<file path="src/rtl/mips_multi_cycle.sv">
// Multi-cycle MIPS subset core with one shared memory port and a debug register read port.
// Memory-port outputs are registered and held stable across wait cycles until mem_ready.
module mips_multi_cycle #(
  parameter logic [31:0] RESET_PC    = 32'h0000_0000,
  parameter logic [5:0]  HALT_OPCODE = 6'h3F
) (
  input  logic        clk,
  input  logic        reset_n,
  output logic        mem_req,
  output logic        mem_we,
  output logic [31:0] mem_addr,
  output logic [31:0] mem_wdata,
  input  logic [31:0] mem_rdata,
  input  logic        mem_ready,
  input  logic [4:0]  dbg_sel,
  output logic [31:0] dbg_data,
  output logic [31:0] pc,
  output logic        retired,
  output logic        halted,
  output logic        err
);
  typedef enum logic [2:0] {S_FETCH, S_DECODE, S_EXEC, S_MEM, S_WB, S_HALT} state_t;

  localparam logic [5:0] OP_RTYPE = 6'h00, OP_ADDI = 6'h08, OP_LW  = 6'h23, OP_SW = 6'h2B;
  localparam logic [5:0] OP_BEQ   = 6'h04, OP_BNE  = 6'h05, OP_J   = 6'h02;
  localparam logic [5:0] F_ADD = 6'h20, F_SUB = 6'h22, F_AND = 6'h24, F_OR = 6'h25;
  localparam logic [5:0] F_NOR = 6'h27, F_SLT = 6'h2A;

  state_t      state_q, state_d;
  logic [31:0] pc_q, pc_d, ir_q, ir_d, a_q, a_d, b_q, b_d, imm_q, imm_d;
  logic [31:0] alu_q, alu_d, mdr_q, mdr_d;
  logic        mem_req_q, mem_req_d, mem_we_q, mem_we_d, err_q, err_d;
  logic [31:0] mem_addr_q, mem_addr_d, mem_wdata_q, mem_wdata_d;
  logic [31:0] rf_q [32];
  logic        rf_we, enter_fetch;
  logic [4:0]  rf_waddr;
  logic [31:0] rf_wdata;

  logic [5:0]  op, funct;
  logic [4:0]  rs, rt, rd;
  logic [31:0] pc_plus4, br_target, eff_addr;

  assign op        = ir_q[31:26];
  assign rs        = ir_q[25:21];
  assign rt        = ir_q[20:16];
  assign rd        = ir_q[15:11];
  assign funct     = ir_q[5:0];
  assign pc_plus4  = pc_q + 32'd4;
  assign br_target = pc_plus4 + {imm_q[29:0], 2'b00};
  assign eff_addr  = a_q + imm_q;

  function automatic logic funct_ok(input logic [5:0] f);
    case (f)
      F_ADD, F_SUB, F_AND, F_OR, F_NOR, F_SLT: funct_ok = 1'b1;
      default:                                 funct_ok = 1'b0;
    endcase
  endfunction

  function automatic logic op_ok(input logic [5:0] o);
    case (o)
      OP_ADDI, OP_LW, OP_SW, OP_BEQ, OP_BNE, OP_J: op_ok = 1'b1;
      default:                                     op_ok = 1'b0;
    endcase
  endfunction

  function automatic logic [31:0] alu_fn(input logic [5:0] f, input logic [31:0] x, input logic [31:0] y);
    case (f)
      F_SUB:   alu_fn = x - y;
      F_AND:   alu_fn = x & y;
      F_OR:    alu_fn = x | y;
      F_NOR:   alu_fn = ~(x | y);
      F_SLT:   alu_fn = ($signed(x) < $signed(y)) ? 32'd1 : 32'd0;
      default: alu_fn = x + y;
    endcase
  endfunction

  always_comb begin
    state_d     = state_q;
    pc_d        = pc_q;
    ir_d        = ir_q;
    a_d         = a_q;
    b_d         = b_q;
    imm_d       = imm_q;
    alu_d       = alu_q;
    mdr_d       = mdr_q;
    mem_req_d   = mem_req_q;
    mem_we_d    = mem_we_q;
    mem_addr_d  = mem_addr_q;
    mem_wdata_d = mem_wdata_q;
    err_d       = err_q;
    rf_we       = 1'b0;
    rf_waddr    = rt;
    rf_wdata    = alu_q;
    retired     = 1'b0;
    enter_fetch = 1'b0;
    case (state_q)
      S_FETCH: begin
        // Coming out of reset the request is not yet up; raise it first.
        if (!mem_req_q) begin
          mem_req_d  = 1'b1;
          mem_we_d   = 1'b0;
          mem_addr_d = pc_q;
        end else if (mem_ready) begin
          ir_d      = mem_rdata;
          mem_req_d = 1'b0;
          state_d   = S_DECODE;
        end
      end
      S_DECODE: begin
        a_d   = rf_q[rs];
        b_d   = rf_q[rt];
        imm_d = {{16{ir_q[15]}}, ir_q[15:0]};
        if (op == HALT_OPCODE) begin
          state_d = S_HALT;
        end else if ((op == OP_RTYPE) ? !funct_ok(funct) : !op_ok(op)) begin
          state_d = S_HALT;
          err_d   = 1'b1;
        end else begin
          state_d = S_EXEC;
        end
      end
      S_EXEC: begin
        case (op)
          OP_RTYPE: begin alu_d = alu_fn(funct, a_q, b_q); state_d = S_WB; end
          OP_ADDI:  begin alu_d = eff_addr;                state_d = S_WB; end
          OP_LW, OP_SW: begin
            alu_d = eff_addr;
            if (eff_addr[1:0] != 2'b00) begin
              state_d = S_HALT;
              err_d   = 1'b1;
            end else begin
              state_d     = S_MEM;
              mem_req_d   = 1'b1;
              mem_we_d    = (op == OP_SW);
              mem_addr_d  = eff_addr;
              mem_wdata_d = b_q;
            end
          end
          OP_BEQ: begin retired = 1'b1; enter_fetch = 1'b1; pc_d = (a_q == b_q) ? br_target : pc_plus4; end
          OP_BNE: begin retired = 1'b1; enter_fetch = 1'b1; pc_d = (a_q != b_q) ? br_target : pc_plus4; end
          OP_J:   begin retired = 1'b1; enter_fetch = 1'b1; pc_d = {pc_plus4[31:28], ir_q[25:0], 2'b00}; end
          default: begin state_d = S_HALT; err_d = 1'b1; end
        endcase
      end
      S_MEM: begin
        if (mem_ready) begin
          mem_req_d = 1'b0;
          mem_we_d  = 1'b0;
          if (op == OP_LW) begin
            mdr_d   = mem_rdata;
            state_d = S_WB;
          end else begin
            retired     = 1'b1;
            pc_d        = pc_plus4;
            enter_fetch = 1'b1;
          end
        end
      end
      S_WB: begin
        rf_we       = 1'b1;
        rf_waddr    = (op == OP_RTYPE) ? rd : rt;
        rf_wdata    = (op == OP_LW) ? mdr_q : alu_q;
        retired     = 1'b1;
        pc_d        = pc_plus4;
        enter_fetch = 1'b1;
      end
      S_HALT:  state_d = S_HALT;
      default: begin state_d = S_HALT; err_d = 1'b1; end
    endcase
    // Entering FETCH presents the next instruction address in the same edge.
    if (enter_fetch) begin
      state_d    = S_FETCH;
      mem_req_d  = 1'b1;
      mem_we_d   = 1'b0;
      mem_addr_d = pc_d;
    end
  end

  always_ff @(posedge clk or negedge reset_n) begin
    if (!reset_n) begin
      state_q     <= S_FETCH;
      pc_q        <= RESET_PC;
      ir_q        <= '0;
      a_q         <= '0;
      b_q         <= '0;
      imm_q       <= '0;
      alu_q       <= '0;
      mdr_q       <= '0;
      mem_req_q   <= 1'b0;
      mem_we_q    <= 1'b0;
      mem_addr_q  <= '0;
      mem_wdata_q <= '0;
      err_q       <= 1'b0;
      for (int i = 0; i < 32; i++) rf_q[i] <= '0;
    end else begin
      state_q     <= state_d;
      pc_q        <= pc_d;
      ir_q        <= ir_d;
      a_q         <= a_d;
      b_q         <= b_d;
      imm_q       <= imm_d;
      alu_q       <= alu_d;
      mdr_q       <= mdr_d;
      mem_req_q   <= mem_req_d;
      mem_we_q    <= mem_we_d;
      mem_addr_q  <= mem_addr_d;
      mem_wdata_q <= mem_wdata_d;
      err_q       <= err_d;
      if (rf_we && (rf_waddr != 5'd0)) rf_q[rf_waddr] <= rf_wdata;
    end
  end

  assign mem_req   = mem_req_q;
  assign mem_we    = mem_we_q;
  assign mem_addr  = mem_addr_q;
  assign mem_wdata = mem_wdata_q;
  assign dbg_data  = (dbg_sel == 5'd0) ? 32'd0 : rf_q[dbg_sel];
  assign pc        = pc_q;
  assign halted    = (state_q == S_HALT);
  assign err       = err_q;
endmodule

</file>
<file path="config.mk">
export PLATFORM = sky130hd
export DESIGN_NAME = mips_multi_cycle
export DESIGN_NICKNAME = d
export VERILOG_FILES = /design/src/rtl/mips_multi_cycle.sv
export SDC_FILE = /design/constraint.sdc
export NUM_CORES = 2
export LEC_CHECK = 0
export CORE_MARGIN = 3
export CORE_UTILIZATION = 64
export CTS_CLUSTER_DIAMETER = 100
export CTS_CLUSTER_SIZE = 20
export DETAILED_ROUTE_END_ITERATION = 7
export PLACE_DENSITY = 0.82
export SYNTH_ARGS = -nofsm -noshare
export SYNTH_HDL_FRONTEND = slang
export SYNTH_SLANG_ARGS = --single-unit
</file>
<file path="constraint.sdc">
create_clock -name clk -period 8.6 [get_ports clk]
set_input_delay 2.15 -clock clk [delete_from_list [all_inputs] [get_ports clk]]
set_output_delay 2.15 -clock clk [all_outputs]
set_load 0.05 [all_outputs]
</file>
== After elaboration in Yosys (flattened, before gate mapping) ==
Index checks and enable logic that the tools add are counted.
Storage, ports and cells
  output and inout bits: 133
  bits of input ports: 40
  word-level logic and storage cells: 197
  bits in registers: 1302
Operators by class
  multiplexer cells: 70
  order comparisons: 6
  reductions and logical operators: 29
  bitwise logic cells: 9
  eq/ne operators: 33
  $add $sub $neg: 5
Operators by type and width (number)
  1024-bit bitwise mux: 1
  32-bit 2-to-1 mux: 18
  32-bit binary-select mux with 5-bit select: 3
  32-bit one-hot mux with 3 select lines: 2
  32-bit demux with 5-bit select: 1
  32-bit one-hot mux with 5 select lines: 1
  32-bit one-hot mux with 2 select lines: 2
  32-bit adder: 3
  6-bit == test (second input constant): 9
  32-bit by 3-bit adder with 32-bit output (second input constant): 1
  32-bit AND: 1
  32-bit == test: 1
  32-bit < comparator: 1
  32-bit != test: 1
  32-bit inverter: 1
  32-bit OR: 1
  32-bit subtractor: 1
  3-bit != test (second input constant): 9
  1-bit 2-to-1 mux: 25
  6-bit >= comparator (second input constant): 4
  3-bit 2-to-1 mux: 8
  5-bit inverter with 6-bit output: 4
  3-bit one-hot mux with 5 select lines: 1
  6-bit by 3-bit == test with 1-bit output (second input constant): 2
  31 further kinds: 51

== Longest topological paths before layout ==
  depth in word-level cells: 11
  mapped depth: 19
  depth with buffers taken out: 17

== Least setup slack after synthesis ==
Ideal clock, no wire load.
  path kind: input port to output port
  start point: in dbg_sel[0]
  end point: out dbg_data[10]
  required time: 6.450 ns
  arrival time: 4.681 ns
  path buffers: 3
  cell stages on the path: 7
  path slack: 1.769 ns
  cell sequence: clkbuf_1 buf_1 buf_1 mux4_2 mux4_2 mux2i_1 nor2_1
On the way
  cells in the longest elaborated chain, start to end: 5
  elaborated cells on any way between the ends: 6
  classes of those cells: mux: 4; bitwise: 1; reduce/logical: 1
Ends and longest elaborated chain
  from (decl): RTL line 15  | input logic [4:0] dbg_sel,
  5-bit inverter with 6-bit output (not written as such): RTL line 217  | assign dbg_data = (dbg_sel == 5'd0) ? 32'd0 : rf_q[dbg_sel];
  32-bit binary-select mux with 5-bit select: RTL line 217
  32-bit 2-to-1 mux (not written as such) (2 in a row): RTL line 217
  32-bit 2-to-1 mux *: RTL line 217
  to (decl): RTL line 16  | output logic [31:0] dbg_data,
Mark *: on every way between the ends. The rest lies on a longest branch, timed or not. The select of a mux whose other input is x is not followed.

== Worst setup path after layout ==
  start point: in dbg_sel[1]
  end point: out dbg_data[25]
The elaborated chain is that of the path after synthesis.

==> flow_metrics.env <==
export IMPL_grt_pass1_vias=66400
export IMPL_finalHoldViolCount=0
export IMPL_layout_cells_non_filler=8673
export IMPL_slew_viol_final=0
export IMPL_setup_violations=0
export IMPL_slew_headroom_pct=14.1
export IMPL_violations="design-rule violations"
export IMPL_start_util_pct=64.5
export IMPL_highest_layer="met5"
export IMPL_grt_pass1_wl_mm=418
export IMPL_synth_most_common_cell="dfrtp_1"
export IMPL_placed_area_um2=84100
export IMPL_synth_seq_cells=1302
export IMPL_min_from="rf_q[1007]"
export IMPL_path_delay_family="buffers and inverters"
export IMPL_routedWlPerCell_um=32.1
export IMPL_max_cap_viol_count=0
export IMPL_rsz0062_at_grt="no"
export IMPL_die_area_um2=131000
export IMPL_io_pins=173
export IMPL_cts_tree="done"
export IMPL_drcViolationCount=2
export IMPL_worstSkewPairLatency_ns=0.72
export IMPL_synthArstFlopShare_pct=100
export IMPL_reg2regPathDepth=16
export IMPL_yosysTopAreaCell="dfrtp_1"
export IMPL_worstMarginPinSlew_ns=1.29
export IMPL_path_buf_inv=3
export IMPL_io_buffers=172
export IMPL_dr_first_iter_drc_count=11600
export IMPL_place_inst=8568
export IMPL_grt_max_degree=180
export IMPL_syn_area_um2=81300
export IMPL_synth_edf_count=0
export IMPL_synthFlopType="dfrtp_1"
export IMPL_cts_made_buffers=77
export IMPL_worstHoldEndpoint="rf_q[1007]"
export IMPL_die_width_um=362
export IMPL_status="complete, but fails checks"
export IMPL_crit_fanout=112
export IMPL_synth_warnings=0
export IMPL_core_area_um2=126000
export IMPL_die_y_um=362
export IMPL_num_rows=130
export IMPL_synth_top_cell_area_share_pct=40.1
export IMPL_via_count=67600
export IMPL_worstSetupEndpointType="output pin"
export IMPL_wl_mm=279
export IMPL_path_common_cell="mux4_2"
export IMPL_synth_distinct_cells=97
export IMPL_timing_rr_end="pc[29]"
export IMPL_gp_congestion=1.04
export IMPL_avgSynthCellArea_um2=11.1
export IMPL_rrSetupSlack_ns=3.34
export IMPL_clockBufferDepth=3
export IMPL_crit_chain="buf_8 -> buf_4 -> mux4_2 -> mux4_2 -> mux2i_1 -> nor2_1 -> clkdlybuf4s50_1"
export IMPL_cp_depth=7
export IMPL_drive_gt1_share_pct=20.0
export IMPL_wl_met1_mm=91.0
export IMPL_h_tree_depth=3
export IMPL_fin_crit_ns=7.78
export IMPL_antenna_found_initial=15
export IMPL_slowest_stage="buf_8"
export IMPL_vias_per_cell=7.79
export IMPL_layout_nets=7203
export IMPL_fmax_mhz=129
export IMPL_fin_area_um2=86200
export IMPL_startpoint_type="input pin"
export IMPL_vdd_drop_max_mv=0.356
export IMPL_area_growth_pct=6.08
export IMPL_required_ns=6.45
export IMPL_dr_pass1_iters=8
export IMPL_filler_cell_count=8755
export IMPL_critPathArrivalTime_ns=5.63
export IMPL_cts_sinks=1302
export IMPL_hold_path_class="flop to flop"
export IMPL_worstReg2RegStart="pc[2]"
export IMPL_finalPower_mw=34.4
export IMPL_grtUsageTotal_pct=42.6
export IMPL_hold_depth=0
export IMPL_cts_root_buf="clkbuf_16"
export IMPL_yosys_top_cells_area="dfrtp_1 (40%), mux4_2 (27%), a21oi_1 (4.5%)"
export IMPL_max_stage_delay_ns=0.73
export IMPL_leakagePower_nw=35.5
export IMPL_route_met2_wl_mm=120
export IMPL_synthTopCellsByCount="dfrtp_1 (1302), mux4_2 (960), nor2_1 (808)"
export IMPL_met3_length_mm=43.0
export IMPL_ys_seq_area_share_pct=40.1
export IMPL_hpwl_mm=173
export IMPL_syn_nets=7530
export IMPL_fin_skew_ns=0.0409
export IMPL_post_cts_buffers=0
export IMPL_hold_buffers=0
export IMPL_synth_cells=7324
export IMPL_cts_resized=0
export IMPL_path_class="input pin to output pin"
export IMPL_tns_ns=0
export IMPL_fin_crit_sh_pct=90.4
export IMPL_power_density_nw_per_um2=400
export IMPL_clk_pin_slew_worst_paths_ns=0.08
export IMPL_overflow=0
export IMPL_ant_nets=0
==> worst max-delay path by stage <==
stage | slack, ns | end | startpoint
6_report | 0.82 | dbg_data[25] | dbg_sel[1]
5_1_grt | 0.79 | dbg_data[16] | dbg_sel[0]
4_1_cts | 0.92 | dbg_data[16] | dbg_sel[0]
3_5_place_dp | 0.95 | dbg_data[16] | dbg_sel[0]
3_3_place_gp | 1.02 | dbg_data[24] | dbg_sel[0]
2_1_floorplan | 1.77 | dbg_data[10] | dbg_sel[0]
==> state kept, by name (all words and copies together), names as in the netlist, 16 cells and up <==
register   cells
b_q           32
a_q           32
ir_q          32
mem_addr      32
imm_q         16
mem_wdata     32
mdr_q         32
pc            32
alu_q         32
rf_q        1024
==> stage by stage <==
step	setup slack [ns]	hold slack [ns]	util (%)
2_1_floorplan	1.77	0.438	-
3_3_place_gp	1.02	0.399	66.8
3_5_place_dp	0.954	0.407	66.8
4_1_cts	0.923	0.428	68.4
5_1_grt	0.793	0.440	68.5
6_report	0.825	0.428	68.5
==> placed cells by master, fill, tap and decap left out, types with 13 or more instances in the layout <==
cell type / instances
clkdlybuf4s50_1: 166
o22ai_1: 29
nor4_1: 18
nand2_1: 726
clkbuf_16: 77
mux2i_1: 112
mux2_2: 87
buf_12: 18
inv_1: 121
o211ai_1: 33
o21ai_0: 711
a31oi_1: 23
nand2b_1: 20
xnor2_1: 75
a221oi_1: 21
o21a_1: 25
o21bai_1: 15
dfrtp_1: 1291
o221ai_1: 19
and3_1: 17
buf_4: 127
nor2_1: 796
nor3_1: 40
a21o_1: 45
and2_1: 13
a221o_1: 15
nand4_1: 23
o31ai_1: 21
a211oi_1: 44
xor2_1: 44
nor2_4: 14
mux4_2: 960
nor2b_1: 23
ha_1: 162
nand3_1: 45
a22oi_1: 43
mux2i_2: 32
a21oi_1: 730
==> area by class of cell <==
class / instances / area [um2] / area share (%)
Multi-Input combinational cell: 5179 / 45900 / 53.2
Clock inverter: 11 / 164 / 0.190
Antenna cell: 9 / 22.5 / 0.0261
Sequential cell: 1302 / 32600 / 37.8
Timing Repair Buffer: 315 / 3040 / 3.53
Tap cell: 1650 / 2060 / 2.40
Inverter: 122 / 458 / 0.531
Clock buffer: 85 / 1960 / 2.27
==> report_power, final <==
group | total (mW) | leakage [nW] | switching, mW | internal (mW)
Sequential | 11.1 | 17.4 | 3.01 | 8.13
Clock | 3.85 | 1.04 | 2.19 | 1.66
Combinational | 19.5 | 17.2 | 11.3 | 8.13
==> cell families after synthesis <==
group                    Yosys count  synth area share (%)
adder cells (fa/ha/maj)          166                  2.59
multiplexers                    1193                  29.6
flip-flops                      1302                  40.1
buffers and inverters            843                  3.98
AO/OA/AOI/OAI                   1889                  13.3
XOR/XNOR                         121                  1.31
AND/OR/NAND/NOR                 1810                  9.14
==> per-layer routing <==
metal	GRT usage (%)	vias up
met2	61.6	6270
li1	-	26600
met3	15.2	1596
met1	53.9	33100
met5	0.222	-
met4	30.1	8
Note: power is estimated with default switching activity, not from simulation.
